`src/rtl/output_bram_drain_pkg.sv`:
```
// Shared definitions for the output-BRAM blocks: default geometry constants
// and the drain FSM state encoding.
package output_bram_drain_pkg;

  // Default geometry of the output BRAM array.
  localparam int DRAIN_DW           = 16;
  localparam int DRAIN_NUM_BRAMS    = 16;
  localparam int DRAIN_O_ADDR_WIDTH = 9;

  // Drain FSM states.
  //   ST_IDLE    : waiting for start
  //   ST_ISSUE   : row address presented to the BRAMs
  //   ST_CAPTURE : BRAM read data registered into the row buffer
  //   ST_SEND    : row buffer streamed out one lane per handshake
  //   ST_DONE    : one-cycle completion pulse
  typedef enum logic [2:0] {
    ST_IDLE    = 3'd0,
    ST_ISSUE   = 3'd1,
    ST_CAPTURE = 3'd2,
    ST_SEND    = 3'd3,
    ST_DONE    = 3'd4
  } state_e;

  // Width of a lane index able to address n lanes (at least one bit).
  function automatic int lane_idx_width(input int n);
    return (n > 1) ? $clog2(n) : 1;
  endfunction

endpackage

```
`src/rtl/output_bram_drain_relu.sv`:
```
// drain_relu: DW-wide combinational word filter on the drain output path.
// With OUTPUT_DRAIN_RELU_EN defined, words with the sign bit set are
// replaced by zero (signed ReLU); otherwise the word passes unchanged.
module drain_relu #(
  parameter int DW = 16
) (
  input  logic [DW-1:0] word_i,
  output logic [DW-1:0] word_o
);

`ifdef OUTPUT_DRAIN_RELU_EN
  // Clamp negative two's-complement words to zero.
  always_comb begin
    word_o = word_i;
    if (word_i[DW-1]) begin
      word_o = '0;
    end
  end
`else
  // Bypass: the lane word is forwarded untouched.
  always_comb begin
    word_o = word_i;
  end
`endif

endmodule

```
`src/rtl/output_bram_drain.sv`:
```
// output_bram_drain: reads rows from the output BRAM array (one address
// shared by all lanes) and streams each row out lane by lane over a
// valid/ready interface.
//
// Build option: OUTPUT_DRAIN_RELU_EN enables the signed ReLU on the stream.
//
// Stream handshake: a word transfers on a rising edge where m_valid and
// m_ready are both 1. Once m_valid is raised, m_valid, m_data and m_last
// stay constant until that transfer; m_valid never depends on m_ready.
//
// Row timing: ISSUE (address out) -> CAPTURE (BRAM data, one-cycle read
// latency, registered) -> SEND (NUM_BRAMS words), i.e. NUM_BRAMS+2 cycles
// per row when m_ready stays high.
module output_bram_drain
  import output_bram_drain_pkg::*;
#(
  parameter int DW           = DRAIN_DW,
  parameter int NUM_BRAMS    = DRAIN_NUM_BRAMS,
  parameter int O_ADDR_WIDTH = DRAIN_O_ADDR_WIDTH
) (
  input  logic                           clk,
  input  logic                           rst_n,
  input  logic                           start,
  input  logic [O_ADDR_WIDTH-1:0]        base_addr,
  input  logic [O_ADDR_WIDTH:0]          num_rows,
  output logic                           ext_read_mode,
  output logic [NUM_BRAMS*O_ADDR_WIDTH-1:0] ext_read_addr_flat,
  input  logic [NUM_BRAMS*DW-1:0]        bram_read_data_flat,
  output logic [DW-1:0]                  m_data,
  output logic                           m_valid,
  input  logic                           m_ready,
  output logic                           m_last,
  output logic                           busy,
  output logic                           done,
  output state_e                         dbg_state
);

  localparam int LANE_W = lane_idx_width(NUM_BRAMS);
  localparam logic [LANE_W-1:0] LAST_LANE = LANE_W'(NUM_BRAMS - 1);
  localparam logic [O_ADDR_WIDTH:0] ONE_ROW = (O_ADDR_WIDTH + 1)'(1);

  state_e                    state_q, state_d;
  logic [O_ADDR_WIDTH-1:0]   cur_addr_q, cur_addr_d;
  logic [O_ADDR_WIDTH:0]     rows_left_q, rows_left_d;
  logic [LANE_W-1:0]         lane_idx_q, lane_idx_d;
  logic [NUM_BRAMS*DW-1:0]   row_buf_q, row_buf_d;
  // Set when the accepted drain had zero rows: no BRAM access at all.
  logic                      empty_q, empty_d;

  logic [DW-1:0]             lane_word;
  logic [DW-1:0]             lane_word_filt;
  logic                      last_lane;
  logic                      last_row;

  assign lane_word = row_buf_q[lane_idx_q*DW +: DW];
  assign last_lane = (lane_idx_q == LAST_LANE);
  assign last_row  = (rows_left_q == ONE_ROW);

  drain_relu #(
    .DW (DW)
  ) u_relu (
    .word_i (lane_word),
    .word_o (lane_word_filt)
  );

  // State and datapath registers; reset abandons any drain in progress.
  always_ff @(posedge clk or negedge rst_n) begin
    if (!rst_n) begin
      state_q     <= ST_IDLE;
      cur_addr_q  <= '0;
      rows_left_q <= '0;
      lane_idx_q  <= '0;
      row_buf_q   <= '0;
      empty_q     <= 1'b0;
    end else begin
      state_q     <= state_d;
      cur_addr_q  <= cur_addr_d;
      rows_left_q <= rows_left_d;
      lane_idx_q  <= lane_idx_d;
      row_buf_q   <= row_buf_d;
      empty_q     <= empty_d;
    end
  end

  // Next-state and datapath update for the drain sequence.
  always_comb begin
    state_d     = state_q;
    cur_addr_d  = cur_addr_q;
    rows_left_d = rows_left_q;
    lane_idx_d  = lane_idx_q;
    row_buf_d   = row_buf_q;
    empty_d     = empty_q;

    unique case (state_q)
      ST_IDLE: begin
        if (start) begin
          cur_addr_d  = base_addr;
          rows_left_d = num_rows;
          lane_idx_d  = '0;
          empty_d     = (num_rows == '0);
          state_d     = (num_rows == '0) ? ST_DONE : ST_ISSUE;
        end
      end

      ST_ISSUE: begin
        state_d = ST_CAPTURE;
      end

      ST_CAPTURE: begin
        row_buf_d  = bram_read_data_flat;
        lane_idx_d = '0;
        state_d    = ST_SEND;
      end

      ST_SEND: begin
        if (m_ready) begin
          if (!last_lane) begin
            lane_idx_d = lane_idx_q + LANE_W'(1);
          end else begin
            rows_left_d = rows_left_q - ONE_ROW;
            if (last_row) begin
              state_d = ST_DONE;
            end else begin
              // Address wraps naturally at 2^O_ADDR_WIDTH.
              cur_addr_d = cur_addr_q + O_ADDR_WIDTH'(1);
              state_d    = ST_ISSUE;
            end
          end
        end
      end

      ST_DONE: begin
        // A start arriving here is deliberately dropped.
        state_d = ST_IDLE;
      end

      default: begin
        state_d = ST_IDLE;
      end
    endcase
  end

  // Moore outputs decoded from the registered state.
  always_comb begin
    ext_read_mode      = 1'b0;
    ext_read_addr_flat = '0;
    m_valid            = 1'b0;
    m_data             = '0;
    m_last             = 1'b0;
    busy               = (state_q != ST_IDLE);
    done               = (state_q == ST_DONE);

    unique case (state_q)
      ST_ISSUE, ST_CAPTURE: begin
        ext_read_mode = 1'b1;
      end
      ST_SEND: begin
        ext_read_mode = 1'b1;
        m_valid       = 1'b1;
        m_data        = lane_word_filt;
        m_last        = last_lane && last_row;
      end
      ST_DONE: begin
        // An empty drain never touches the BRAM array.
        ext_read_mode = !empty_q;
      end
      default: begin
        ext_read_mode = 1'b0;
      end
    endcase

    if (ext_read_mode) begin
      ext_read_addr_flat = {NUM_BRAMS{cur_addr_q}};
    end
  end

  assign dbg_state = state_q;

endmodule

```
`config.mk`:
```
export PLATFORM = sky130hd
export DESIGN_NAME = output_bram_drain
export DESIGN_NICKNAME = d
export VERILOG_FILES = /design/src/rtl/output_bram_drain_pkg.sv /design/src/rtl/output_bram_drain_relu.sv /design/src/rtl/output_bram_drain.sv
export SDC_FILE = /design/constraint.sdc
export NUM_CORES = 1
export LEC_CHECK = 0
export CAP_MARGIN = 40
export CORE_ASPECT_RATIO = 0.75
export CORE_MARGIN = 2
export CORE_UTILIZATION = 47
export DETAILED_ROUTE_END_ITERATION = 10
export PLACE_DENSITY = 0.81
export SLEW_MARGIN = 10
export SYNTH_ARGS = -nofsm -noshare
export SYNTH_HDL_FRONTEND = slang
export SYNTH_SLANG_ARGS = --single-unit
```
`constraint.sdc`:
```
create_clock -name clk -period 2.7 [get_ports clk]
set_input_delay 0.27 -clock clk [delete_from_list [all_inputs] [get_ports clk]]
set_output_delay 0.27 -clock clk [all_outputs]
set_load 0.01 [all_outputs]
```
==> impl_metrics.toml <==
[synthesis]
synth.yosys.seq_area_share_pct = 49.4
synth.area.mux_share_pct = 30.9
ys_seq_elements = 283
synth_cells = 1055
synth.distinct_cells = 58
yosys.area_share.simple_pct = 4.44
synth_edf_count = 0
synth-compound-area-share_pct = 5.50
ys_warn_count = 0
synthAdderAreaFrac_pct = 0.349
ys.flop_type = "dfrtp_1"
synth_top_family_by_area = "multiplexers"
ys_async_sr_fraction_pct = 100
synth.cell_area_um2 = 14300
synthXorXnorAreaFrac_pct = 0
avgSynthCellArea_um2 = 13.6
syn-num-nets = 1338

[finish]
finish.utilization_pct = 66.7
fin_nets = 1686
seqCellArea_um2 = 7090
layout.filler_cells = 2123
syn2layout_area_growth_pct = 40.0
multiInputGateArea_um2 = 6090
instances_no_fill = 1830
drive_gt1_share_pct = 34.6
final_cell_area_um2 = 20100

[cts]
cts_tree = "yes"
numClockSinks = 283
cts_root_buffer = "clkbuf_16"
clk_pin_slew_ps = 60
cts_buffers = 29
htree_levels = 1
ctsLongestPathBuffers = 3
worstSkewPairLatency_ps = 560

[pwr]
sequentialPowerShare_pct = 36.2
power_density_nw_per_um2 = 1010
power.internal_uw = 13700
clock_power_share_pct = 20.6
combPwrFrac_pct = 43.2
netSwitchingFraction_pct = 32.9
p_leak_uw = 0.00976
ir_drop_mv = 0.564
p_sw_uw = 6680

[global_routing]
grt_start_max_net_pins = 85
globalRouteMet2Util_pct = 42.9
grt_use_met3_pct = 6.30
grt_pass1_wl_um = 62900
grtUsageTotal_pct = 26.2
grtUsageMet1_pct = 34.9
grt-ovfl-total = 0
antenna_found_initial = 6
grt-busiest-layer = "met2"
grt_pass1_vias = 10300

[setup_path]
crit_type = "reg2out"
r2r_end = "lane_idx_q[3]"
path_max_fanout = 6
cp_data_arrival_time_ps = 2460
rrSetupSlack_ps = 400
worst-r2r-cell-count = 7
crit_start = "lane_idx_q[0]"
end_kind = "primary output"
crit_path_start_kind = "register"
critPathRequiredTime_ps = 2430
critPathCapture = "m_data[0]"
rr_startpoint = "lane_idx_q[0]"

[die]
io_pins = 447
die_area_um2 = 31900
row_count = 55
initial_core_util_pct = 47.7
core_area_um2 = 30100
die_h_um = 155
fp.dieW_um = 206

[timing]
setup_violations = 5
rsz0062_at_grt = "true"
period_share_pct = 101
min_period_ps = 2730
setup_tns_ps = -73.2
worstMarginPinSlew_ps = 687
final-hold-violation-count = 0
slew_viol_final = 0
skew_ps = 6.72
clock.fmax_ghz = 0.366
fin_ws_ps = -30.9
max_slew_margin_pct = 54.2

[place]
dp_cells = 1750
io_buffers = 446
dp_hpwl_um = 30600
placed_area_um2 = 18500
dpl_worst_slack_ps = 165
place.gp.congestion = 0.857

[detailed_routing]
dr.first_iter.drc_count = 655
drt-vias-per-instance = 5.54
vias = 10100
routedWlPerCell_um = 23.4
first_pass_iters = 5
routed_wirelength_um = 42800
antenna_left = 0
drc = 0

[run_status]
violations = "negative setup slack"
status = "finished, violations left"

[min_path]
worstHoldPathType = "in2async"

[flow_run]
max-cap-violations = 0
-- worst min-delay path by stage --
stage / start / end / cells after the start
2_1_floorplan: rst_n / cur_addr_q[0] / 0
3_3_place_gp: rst_n / row_buf_q[14] / 1
3_5_place_dp: rst_n / row_buf_q[14] / 1
4_1_cts: rst_n / row_buf_q[14] / 2
5_1_grt: bram_read_data_flat[4] / row_buf_q[4] / 2
6_report: rst_n / row_buf_q[14] / 2
-- through the flow --
stage | power (µW) | hold WS [ps]
final | 20300 | 246
after global routing | 21400 | 301
after CTS | 20500 | 259
after detailed placement | 15800 | 275
after global placement | 15600 | 269
after floorplan | 12500 | -25.6
-- cell usage after synthesis, types with 14 or more instances --
library cell	instances	area, µm²
dfrtp_1	283	7080
mux2_2	257	2890
buf_4	135	1010
mux4_2	56	1260
buf_2	36	180
mux2i_1	26	260
clkbuf_1	21	78.8
nand3_1	18	90.1
nor2_1	18	67.6
nand2_1	15	56.3
o21ai_0	14	70.1
-- power groups by stage --
stage / combinational, µW / clock (µW) / sequential (µW)
floorplan: 5680 / 0 / 6780
finish: 8790 / 4190 / 7360
detailed placement: 8430 / 0 / 7380
global placement: 8250 / 0 / 7330
global route: 9350 / 4430 / 7570
CTS: 8900 / 4260 / 7340
-- per-layer routing --
layer	routed length, µm	vias up	share of wire (%)
li1	-	4479	-
met1	17400	5155	41
met2	20800	423	49
met3	3430	71	8.0
met4	1160	2	2.7
met5	13	-	0.030
-- worst max-delay path, stage by stage, from the launching register on --
cell and delay, ps:
dfrtp_4 540, buf_12 160, buf_12 140, buf_4 140, mux4_2 430, mux2i_2 200, o22ai_2 140, buf_6 150
-- kinds of logic after synthesis --
group           Yosys count
buf+inv                 208
flops                   283
simple gates            114
fa+ha+maj                 4
mux                     340
compound gates          106
-- cell type report --
| type | count | area share, % |
|---|---|---|
| clock inverters | 16 | 0.966 |
| flip-flops and latches | 283 | 35.3 |
| inverters | 9 | 0.168 |
| well taps | 399 | 2.49 |
| diodes | 5 | 0.0623 |
| repair buffers | 514 | 26.7 |
| multi-input cells | 566 | 30.4 |
| clock buffers | 38 | 3.93 |
-- registers in the layout, indices dropped and copies added (netlist names) --
register     flops
cur_addr_q       9
dbg_state        3
empty_q          1
lane_idx_q       4
row_buf_q      256
rows_left_q     10
-- what timing repair did --
action / CTS / global route
pin swaps: 14 / 11
resized for setup: 146 / 98
setup endpoints to repair: 161 / 105
setup buffers: 13 / 3
endpoints found under the hold margin: 66 / 0
hold buffers: 1 / 0
gates cloned: 6 / 1
-- layout by cell type, fill, tap and decap left out, types with 9 or more instances in the layout --
cell type	instances
dlymetal6s2s_1	80
nor2_1	17
nand3_1	15
mux2i_1	19
clkdlybuf4s50_1	308
a22oi_1	10
dlygate4sd2_1	41
dfrtp_1	279
mux2_2	257
o21ai_0	14
o211ai_1	9
clkbuf_16	29
buf_4	41
inv_1	9
buf_2	13
mux4_2	56
buf_12	13
nand2_1	13
buf_6	11
Power figures use the tool's default switching activity.
==> RTL edit, RTL diff (same settings) <==
Build with the macro `OUTPUT_DRAIN_RELU_EN` defined.
--- a/src/rtl/output_bram_drain_relu.sv
+++ b/src/rtl/output_bram_drain_relu.sv
@@ -2,4 +2,6 @@
 // With OUTPUT_DRAIN_RELU_EN defined, words with the sign bit set are
 // replaced by zero (signed ReLU); otherwise the word passes unchanged.
+`define OUTPUT_DRAIN_RELU_EN
+
 module drain_relu #(
   parameter int DW = 16
Formal check against the unedited RTL: not equivalent (Yosys sat finds a counterexample within 4 cycles, from zero or initial values and one cycle with rst_n low).
==> RTL edit against the unedited design <==
  * The flow still finishes with violations (setup timing)
  * First-iteration DRC count up 27%
  * Area after synthesis shrank 0.94%
  * Design area shrank 2.7%
  * Sequential power rose by 13%
  * Clock skew increased by 0.015 ns
  * Wire length increased by 4.1%
  * Worst setup slack got worse by 0.29 ns
  * Clock power decreased by 11%
  * Combinational power up 52%
  * Power rose by 25%
  * Utilization shrank 1.5 points
  * Sequential cell count is the same
  * Die area is 0.92% lower
  * Critical endpoint is now m_data[5]
  * Largest power group unchanged
==> RTL edit: results (changes against the unedited design) <==
[outcome]
outcome = finished with violations
violations = setup timing

[global_routing]
grt_max_degree = 82  ; -3.5%
grt_pass1_wl_um = 63900  ; +1.6%
track_usage_pct = 27.30  ; +1.1 points
antenna_found_initial = 4  ; -2

[sta]
hold-worst-slack_ns = 0.3064  ; +0.06079 ns
finalWorstSetupSlack_ns = -0.3219  ; -0.2910 ns
final-setup-viol-count = 15  ; +10
worstMarginPinSlew_ns = 0.6734  ; -0.01323 ns
fin_worst_skew_ns = 0.02161  ; +0.01489 ns

[synth]
yosys-mux-area-fraction_pct = 33.04  ; +2.1 points
synthCells = 1011  ; -4.2%
synth_compound_gate_area_share_pct = 3.163  ; -2.3 points
synthesis.nets = 1294  ; -3.3%
seq_area_frac_synth_pct = 49.87  ; +0.47 points
yosys-top-cells-count = 283 x dfrtp_1, 258 x mux2_2, 141 x buf_4, 78 x mux4_2, 29 x buf_2
synthXorXnorAreaFrac_pct = 0.06168  ; +0.062 points
synthTopCellsByArea = dfrtp_1 50%, mux2_2 20%, mux4_2 12%
synth_adder_area_share_pct = 0.3525  ; +0.0033 points
yosys_warnings = 0  ; unchanged
netlist-cell-type-count = 50  ; -14%

[clocking]
htree_levels = 1  ; unchanged
cts_setup_buffers = 5  ; -8
cts-resized-gates = 100  ; -32%
clock-root-buffer = clkbuf_16
cts_buffers = 27  ; -6.9%

[critical_path]
crit_fanout = 8  ; +2
rr_endpoint = rows_left_q[0]
r2r_slack_ns = 0.25  ; -0.15 ns
worstReg2RegStart = lane_idx_q[0]
ff2ff_path_depth = 9  ; +2

[place]
placed_area_um2 = 18350  ; -0.99%
post-place-cells = 1708  ; -2.4%
hpwl_um = 33500  ; +9.3%
placement.io_buffers = 445  ; -0.22%
place_ws_ns = -0.1692  ; -0.3340 ns
place.gp.congestion = 0.8728  ; +1.9%

[layout]
nets = 1641  ; -2.7%
final-instance-count-excl-fill = 1781  ; -2.7%
fin_util_pct = 65.26  ; -1.5 points
drive_above_1_share_pct = 35.46  ; +0.82 points

[routing]
viasPerCell = 5.622  ; +1.6%
wl_per_cell_um = 25.03  ; +7.0%
drtIter0Drc = 829  ; +27%

[power]
ir_drop_v = 0.0006135  ; +8.7%
p_leak_nw = 7.825  ; -20%

==> RTL edit: changes by cell type in the layout (fill, tap and decap cells not counted), moves of 8 or more <==
cell / change
o21ai_0: +13
clkdlybuf4s50_1: +113
and2_4: +12
mux4_2: +22
o211ai_1: -8
dlymetal6s2s_1: -73
dlygate4sd2_1: -40
a22oi_1: -8
nand3_1: -8
nand2_1: +8
mux2i_1: -16
==> RTL edit: cell type report <==
cell class	count	area [um^2]
multi-input combinational	537	5984
fill	2135	10400
timing repair buffer	503	5057
inverter	6	26.28
clock inverter	7	63.81
tap	399	499.2
clock buffer	43	805.8
sequential	283	7091
antenna	3	7.507
==> RTL edit: worst max path at each step <==
| stage | start | endpoint | slack (ns) | cells after the start |
|---|---|---|---|---|
| floorplan | lane_idx_q[1] | m_data[0] | 0.44 | 5 |
| global placement | lane_idx_q[0] | m_data[10] | -0.11 | 6 |
| detailed placement | lane_idx_q[0] | m_data[12] | -0.17 | 6 |
| CTS | lane_idx_q[0] | m_data[13] | -0.40 | 6 |
| global route | lane_idx_q[0] | m_data[2] | -0.38 | 6 |
| finish | lane_idx_q[0] | m_data[5] | -0.32 | 7 |
==> RTL edit: layer usage <==
metal	GRT usage (%)	share of wire (%)
met2	39.83	44
met4	8.592	3.2
met5	0	0.025
met1	41.26	44
met3	5.225	8.6
==> RTL edit: where the power goes <==
part | internal (W) | switching [W]
logic | 0.00805 | 0.00534
clock network | 0.00214 | 0.00160
registers | 0.00645 | 0.00188
==> RTL edit: critical path: stages, from the launching register on <==
cell     delay (ns)
dfrtp_4        0.56
buf_6          0.16
buf_12         0.12
buf_12         0.13
mux4_2         0.47
mux4_2         0.51
nor2b_1        0.15
buf_2          0.13
